### config.mk
export PLATFORM = sky130hd
export DESIGN_NAME = input_frame_loader
export DESIGN_NICKNAME = d
export VERILOG_FILES = /design/src/rtl/input_frame_loader.sv
export SDC_FILE = /design/constraint.sdc
export NUM_CORES = 2
export LEC_CHECK = 0
export BUFFER_PORTS_ARGS = -buffer_cell sky130_fd_sc_hd__buf_2
export CORE_ASPECT_RATIO = 0.5
export CORE_MARGIN = 2
export CORE_UTILIZATION = 35
export DETAILED_ROUTE_END_ITERATION = 8
export GPL_TIMING_DRIVEN = 0
export SLEW_MARGIN = 20
export SYNTH_ARGS = -nofsm -noshare
export SYNTH_HDL_FRONTEND = slang
export SYNTH_SLANG_ARGS = --single-unit
### constraint.sdc
create_clock -name clk -period 3.2 [get_ports clk]
set_input_delay 0.16 -clock clk [delete_from_list [all_inputs] [get_ports clk]]
set_output_delay 0.16 -clock clk [all_outputs]
set_load 0.02 [all_outputs]
### src/rtl/input_frame_loader.sv
// ---------------------------------------------------------------------------
// input_frame_loader
// Collects a serial greyscale pixel stream (valid/ready), binarises each pixel
// against a threshold and packs one frame into a 1-bit-per-element vector for
// the RBM Main block. Double-buffered: a fill buffer collects the next frame
// while the present register holds the frame Main is working on.
//
// Ports
//   clk, rst_n          rising-edge clock, asynchronous active-low reset
//   pixel_in_i          pixel value (PIXEL_BITS wide)
//   pixel_sof_i         marks pixel 0 of a frame (qualified by pixel_valid_i)
//   pixel_valid_i       pixel_in_i / pixel_sof_i valid
//   pixel_ready_o       loader accepts a pixel this cycle
//   data_valid_o        input_data_port_o holds a full frame for Main
//   input_data_port_o   packed frame, element i at bit i
//   finish_i            Main has consumed the presented frame
//   frame_count_o       frames handed to Main (wraps)
//   frame_err_o         one-cycle pulse when a partial frame is discarded
// ---------------------------------------------------------------------------
module input_frame_loader #(
    parameter int unsigned INPUT_DIM  = 784,
    parameter int unsigned PIXEL_BITS = 8,
    parameter int unsigned THRESHOLD  = 128,
    parameter int unsigned COUNT_BITS = 16
) (
    input  logic                  clk,
    input  logic                  rst_n,
    input  logic [PIXEL_BITS-1:0] pixel_in_i,
    input  logic                  pixel_sof_i,
    input  logic                  pixel_valid_i,
    output logic                  pixel_ready_o,
    output logic                  data_valid_o,
    output logic [INPUT_DIM-1:0]  input_data_port_o,
    input  logic                  finish_i,
    output logic [COUNT_BITS-1:0] frame_count_o,
    output logic                  frame_err_o
);

    localparam int unsigned CNT_W = (INPUT_DIM > 1) ? $clog2(INPUT_DIM) : 1;
    localparam logic [CNT_W-1:0]      LAST_IDX = CNT_W'(INPUT_DIM - 1);
    localparam logic [PIXEL_BITS-1:0] THR      = PIXEL_BITS'(THRESHOLD);

    typedef enum logic {
        FILL,
        FULL
    } fill_state_e;

    typedef enum logic [1:0] {
        EMPTY,
        PRESENT,
        GAP
    } pres_state_e;

    fill_state_e            fill_state_q, fill_state_d;
    pres_state_e            pres_state_q, pres_state_d;
    logic [CNT_W-1:0]       pix_cnt_q, pix_cnt_d;
    logic [INPUT_DIM-1:0]   fill_buf_q, fill_buf_d;
    logic [INPUT_DIM-1:0]   port_q, port_d;
    logic [COUNT_BITS-1:0]  count_q, count_d;
    logic                   ready_q, ready_d;
    logic                   valid_q, valid_d;
    logic                   err_q, err_d;

    logic                   beat;
    logic                   pix_bit;

    assign beat    = pixel_valid_i & ready_q;
    assign pix_bit = (pixel_in_i >= THR);

    // Next-state logic for the fill side and the present side
    always_comb begin
        fill_state_d = fill_state_q;
        pres_state_d = pres_state_q;
        pix_cnt_d    = pix_cnt_q;
        fill_buf_d   = fill_buf_q;
        port_d       = port_q;
        count_d      = count_q;
        err_d        = 1'b0;

        // Fill side: beats only occur in FILL, handoff only in FULL
        if (beat) begin
            if (pixel_sof_i && (pix_cnt_q != '0)) begin
                // Early SOF: drop the partial frame, restart at element 0
                fill_buf_d    = '0;
                fill_buf_d[0] = pix_bit;
                pix_cnt_d     = CNT_W'(1);
                err_d         = 1'b1;
            end else begin
                fill_buf_d[pix_cnt_q] = pix_bit;
                if (pix_cnt_q == LAST_IDX) begin
                    pix_cnt_d    = '0;
                    fill_state_d = FULL;
                end else begin
                    pix_cnt_d = pix_cnt_q + CNT_W'(1);
                end
            end
        end

        // Present side: GAP guarantees data_valid falls between frames
        case (pres_state_q)
            EMPTY: begin
                if (fill_state_q == FULL) begin
                    port_d       = fill_buf_q;
                    count_d      = count_q + COUNT_BITS'(1);
                    fill_state_d = FILL;
                    pres_state_d = PRESENT;
                end
            end
            PRESENT: begin
                if (finish_i) begin
                    pres_state_d = GAP;
                end
            end
            GAP: begin
                if (!finish_i) begin
                    pres_state_d = EMPTY;
                end
            end
            default: begin
                pres_state_d = EMPTY;
            end
        endcase

        ready_d = (fill_state_d == FILL);
        valid_d = (pres_state_d == PRESENT);
    end

    // State and output registers
    always_ff @(posedge clk or negedge rst_n) begin
        if (!rst_n) begin
            fill_state_q <= FILL;
            pres_state_q <= EMPTY;
            pix_cnt_q    <= '0;
            fill_buf_q   <= '0;
            port_q       <= '0;
            count_q      <= '0;
            ready_q      <= 1'b0;
            valid_q      <= 1'b0;
            err_q        <= 1'b0;
        end else begin
            fill_state_q <= fill_state_d;
            pres_state_q <= pres_state_d;
            pix_cnt_q    <= pix_cnt_d;
            fill_buf_q   <= fill_buf_d;
            port_q       <= port_d;
            count_q      <= count_d;
            ready_q      <= ready_d;
            valid_q      <= valid_d;
            err_q        <= err_d;
        end
    end

    assign pixel_ready_o     = ready_q;
    assign data_valid_o      = valid_q;
    assign input_data_port_o = port_q;
    assign frame_count_o     = count_q;
    assign frame_err_o       = err_q;

endmodule

* After elaboration in Yosys (flattened, before gate mapping)
Index checks and enable logic that the tools add are counted.
** Storage, ports and cells
- Bits in registers :: 1600
- Input bits :: 13
- Output and inout port bits :: 803
- Logic and storage cells :: 42
** Cells by class
- Add/subtract/negate cells :: 2
- $lt $le $gt $ge :: 3
- Equal/unequal tests :: 4
- Mux-type cells :: 17
- Bitwise operators :: 2
- Reduce and logical (&&, ||, !) cells :: 5
** Operator list (count)
- $bwmux W784 :: 1
- $mux W784 :: 1
- $mux W10 :: 2
- $add A16 B1 Y16 const B :: 1
- $lt A10 B11 Y1 const B :: 1
- $add A10 B1 Y10 const B :: 1
- $demux W1 S10 :: 1
- $eq A10 B10 Y1 const B :: 1
- $ge A10 B1 Y1 const B :: 1
- $reduce_bool A10 Y1 :: 1
- $ge A8 B8 Y1 const B :: 1
- $mux W1 :: 8
- $mux W2 :: 3
- $pmux W2 S3 :: 1
- $eq A2 B1 Y1 const B :: 2
- $eq A2 B2 Y1 const B :: 1
- $logic_and A1 B1 Y1 :: 2
- $logic_not A2 Y1 :: 1
- $reduce_and A2 Y1 :: 1
- $and A1 B1 Y1 :: 1
- $not A1 Y1 :: 1

* Longest topological paths before layout
- Depth in word-level cells :: 7
- Mapped depth :: 8
- Mapped depth without buffers :: 6

* Least setup slack after synthesis
OpenSTA, ideal clock, no wires.
- Path kind :: flip-flop to flip-flop
- Start point :: reg pix_cnt_q[0]
- End point :: reg fill_buf_q[278]
- Setup time :: 0.083 ns
- Data arrival time :: 2.253 ns
- Required time :: 3.117 ns
- Path slack :: 0.864 ns
- Stages on the path, launching flop included :: 9
- Path buffers :: 2
- Period minus slack after synthesis :: 2.336 ns
- Cells stage by stage :: dfrtp_1 inv_1 ha_1 or4b_1 o31ai_4 buf_6 nand4_1 clkbuf_1 o22ai_1
** On the way
- Longest elaborated chain between the ends :: 6
- Elaborated cells on any way between the ends :: 9
- Those cells by class :: order compare: 2; mux: 4; reduce/logical: 3
** Ends and longest elaborated chain
- start: declaration :: RTL line 56 : logic [CNT_W-1:0] pix_cnt_q, pix_cnt_d;
- start signal: assignment :: RTL line 143 : pix_cnt_q <= pix_cnt_d;
- $lt A10 B11 Y1 (not written as such) / $ge A10 B1 Y1 (equally long branches) :: RTL line 89 : fill_buf_d[pix_cnt_q] = pix_bit;
- $logic_and A1 B1 Y1 (not written as such) :: RTL line 89
- $mux W1 (not written as such) :: RTL line 89
- $demux W1 S10 :: RTL line 89
- $bwmux W784 :: RTL line 89
- $mux W784 * :: RTL line 82 : if (pixel_sof_i && (pix_cnt_q != '0)) begin
- end signal: assignment :: RTL line 144 : fill_buf_q <= fill_buf_d;
- end: declaration :: RTL line 57 : logic [INPUT_DIM-1:0] fill_buf_q, fill_buf_d;
Mark *: on every way between the ends. The rest lies on a longest branch, timed or not.
A chain may end at the register's enable or synchronous reset.

* Worst setup path in the final report
- Start point :: reg pix_cnt_q[0]
- End point :: reg ready_q, in the netlist pixel_ready_o
** On the way
- Longest elaborated chain between the ends :: 7
- Elaborated cells on any way between the ends :: 9
- Those cells by class :: eq/ne: 1; mux: 5; bitwise: 1; reduce/logical: 2
** Ends and longest elaborated chain
- $eq A10 B10 Y1 / $reduce_bool A10 Y1 (equally long branches) :: RTL line 90, 82
- $mux W1 / $logic_and A1 B1 Y1 (equally long branches) :: RTL line 90, 82
- $mux W1 * :: RTL line 82
- $mux W1 * :: RTL line 81 : if (beat) begin
- $mux W1 :: RTL line 102 : if (fill_state_q == FULL) begin
- $mux W1 * :: RTL line 100 : case (pres_state_q)
- $not A1 Y1 * :: RTL line 124 : ready_d = (fill_state_d == FILL);
- net ready_d :: RTL line 60 : logic ready_q, ready_d;
- end signal: assignment :: RTL line 147 : ready_q <= ready_d;
- end: declaration :: RTL line 60
The timed path passes the listed nets; every way through them passes the cells marked *.

==> summary.txt <==
Run status
  – Status: finished clean

Floorplan
  – Die width: 596 µm
  – Num rows: 108
  – IO Pins: 816
  – Die ar.: 179000 µm²
  – Core region area: 174000 µm²
  – Initial Utilization: 35.3%
  – Chip Height: 300 µm

Worst setup path
  – Critical R2R Capture: pixel_ready_o$_DFF_PN0_
  – CP max FO: 10
  – FF-to-FF setup slack: 0.02 ns
  – CP endpoint kind: flop
  – Cell count along the critical path: 9
  – Worst-path cell chain: inv_1, ha_1, or4b_1, o31ai_4, buf_4, buf_6, buf_2, nor3b_1, o21ai_0
  – Crit path kind: reg2reg
  – Slowest CP cell: or4b_1
  – Worst Reg2Reg Path Length in Cells: 9
  – Critical path destination: pixel_ready_o$_DFF_PN0_
  – Critical R2R Launch: pix_cnt_q[0]$_DFFE_PN0P_
  – Slowest Stage Delay on Critical Path: 0.57 ns
  – Worst EP arrival: 3.77 ns
  – Setup crit start: pix_cnt_q[0]$_DFFE_PN0P_
  – CP Launch Type: flop
  – Worst endpoint required time: 3.79 ns
  – Crit path buf inv count: 4
  – Crit path max-delay family: simple AND/OR/NAND/NOR gates

Synthesis
  – Register area share after synthesis: 65.2%
  – Fraction of registers with async set/reset: 100%
  – Ys Warns: 0
  – Area of the mapped netlist: 61400 µm²
  – Mapped Cells: 6337
  – Synth cell types: 40
  – Seq cells post-synth: 1600
  – Avg Cell Area, Syn: 9.69 µm²
  – Ys flop type: dfrtp_1
  – EDFF count, synth: 0
  – Mapped Nets: 6355

Final layout
  – Nets: 7346
  – Layout fillers: 17100
  – Post-route cell area: 74300 µm²
  – Layout area overhead: 21.0%
  – Layout Utilization: 42.7%
  – Final cell count without fillers: 9768
  – Layout cell share with drive strength beyond 1: 16.6%

GRT
  – Gr ovfl total: 0
  – All-Layer GR Usage: 28.5%
  – First-pass GRT wire length: 370000 µm
  – Initial antenna violation count: 15
  – Vias in the first global route: 53300
  – Largest net degree at the start of global routing: 137

Timing
  – Slew Limit Fails: 0
  – Final Hold Viols: 0
  – Clk_skew: 0.0310 ns
  – Fin crit period: 3.18 ns
  – Maximum clock rate: 314 MHz
  – PnR worst setup slack: 0.0183 ns
  – Slew HR: 9.53%
  – Post-route clock period utilization: 99.4%
  – Slew at the pin closest to its max-slew limit: 1.36 ns
  – Setup_tns: 0 ns
  – Final setup fails: 0
  – Final hold slack: 0.0387 ns

Routing
  – Final ANT Viol Nets: 0
  – Vias post-DR: 54300
  – 1st-pass router iterations: 6
  – Wirelength per Cell: 26.8 µm
  – Via density: 5.55
  – Iteration-0 DRC Markers: 6495
  – Final wirelength: 262000 µm
  – # DRC: 0

CTS
  – Clock Tree Buf Depth: 3
  – Clock slew at reported path FFs: 0.07 ns
  – Root buffer cell: clkbuf_16
  – CTS Buf Count: 152
  – H-tree Lvls: 4
  – Clk Latency, worst-skew pair: 0.80 ns
  – CTS Sinks: 1600
  – CTS tree: built

Power and ir drop
  – Final Power: 41.8 mW
  – Worst vdd ir: 422 µV
  – Pleak: 39.3 nW
  – PwrDens: 563 nW/µm²

Placement
  – IO buf count: 807
  – GP Congestion: 0.950
  – DP HPWL: 189000 µm
  – Place WS: -0.511 ns
  – Placed Instances: 9469
  – Placed cell areas: 68800 µm²

Run
  – Max Cap Violations: 0

Hold path
  – Hold WC Path Type: in2async
==> state kept, by name, summed over array words and instances (netlist names), named ones only <==
register and cells:
data_valid_o 1, fill_buf_q 784, frame_count_o 16, frame_err_o 1, input_data_port_o 784, pix_cnt_q 10, pixel_ready_o 1, pres_state_q 2
==> cells in the final DEF, fill, tap and decap left out, types with 9 or more instances in the layout <==
cell type,synthesis,layout
and3_1,10,10
clkbuf_2,0,82
nand4_2,12,12
xnor2_1,10,10
clkbuf_1,536,467
dfrtp_1,1600,1600
o32ai_1,16,16
nand3_1,12,12
nand4_1,19,19
clkinv_2,0,26
diode_2,0,9
clkbuf_8,0,41
buf_1,16,16
buf_2,43,854
buf_16,0,14
bufinv_16,0,9
nand2_1,2430,2429
o22ai_1,768,768
buf_4,0,10
clkbuf_16,0,160
o21ai_0,789,789
==> worst reg2reg max path: stages (launching register included) <==
cell,delay [ns]
dfrtp_1,0.47
inv_1,0.15
ha_1,0.19
or4b_1,0.57
o31ai_4,0.40
buf_4,0.23
buf_6,0.22
buf_2,0.26
nor3b_1,0.31
o21ai_0,0.18
==> power by group <==
group          switching [mW]  internal [mW]
Sequential             0.0536           20.3
Clock                    8.26           10.8
Combinational            1.96          0.418
==> worst min path at each step <==
stage,startpoint,end,depth (start not counted)
after global routing,rst_n,input_data_port_o[105]$_DFFE_PN0P_,3
final,rst_n,input_data_port_o[105]$_DFFE_PN0P_,3
after CTS,rst_n,input_data_port_o[105]$_DFFE_PN0P_,3
after floorplan,rst_n,asynchronous set/reset pin,0
after detailed placement,rst_n,input_data_port_o[135]$_DFFE_PN0P_,1
after global placement,finish_i,pres_state_q[1]$_DFF_PN0_,2
==> layout make-up <==
type,count,area [µm²],share of cell area (%)
clock inverters,46,539,0.726
inverters,3,11.3,0.0152
flip-flops and latches,1600,40000,53.9
multi-input cells,4137,19000,25.6
clock buffers,229,4670,6.29
diodes,9,22.5,0.0303
repair buffers,839,4610,6.21
plain buffers,595,2450,3.30
well taps,2310,2890,3.89
==> cell usage after synthesis, types with 5 or more instances <==
cell type	count	share of area, %
dfrtp_1	1600	65
nand3_1	12	0.098
nor3_1	8	0.065
nor2_1	8	0.049
buf_1	16	0.098
buf_2	43	0.35
xor2_1	8	0.11
o32ai_1	16	0.23
ha_1	5	0.10
nand4_1	19	0.19
and3b_1	5	0.071
o21ai_0	789	6.4
xnor2_1	10	0.14
o22ai_1	768	7.8
nor3b_1	6	0.073
clkbuf_1	536	3.3
nand4_2	12	0.24
and3_1	10	0.10
nand2_1	2430	15
==> timing repair <==
item	in CTS	in global routing
gates cloned	0	0
setup endpoints to repair	713	565
hold endpoints to repair	403	0
pin swaps	1	0
gates resized for setup	17	130
buffers inserted	2	5
hold buffers	9	0
==> metal layers <==
metal  share of wire, %  up-vias  GRT usage (%)
met5                  0        -              0
met4                7.8        0           20.0
met3                9.8      712           9.14
met2                 46     2754           44.7
met1                 36    27500           33.3
li1                   -    23300              -
==> logic make-up after synthesis <==
kind of cell / Yosys count / share of synthesized area, %
simple gates: 2526 / 16.0
flops: 1600 / 65.2
compound gates: 1585 / 14.6
buf+inv: 600 / 3.78
xor+xnor: 18 / 0.257
fa+ha+maj: 5 / 0.102
mux: 3 / 0.0510
No activity file was read; power rests on OpenSTA's default activity.
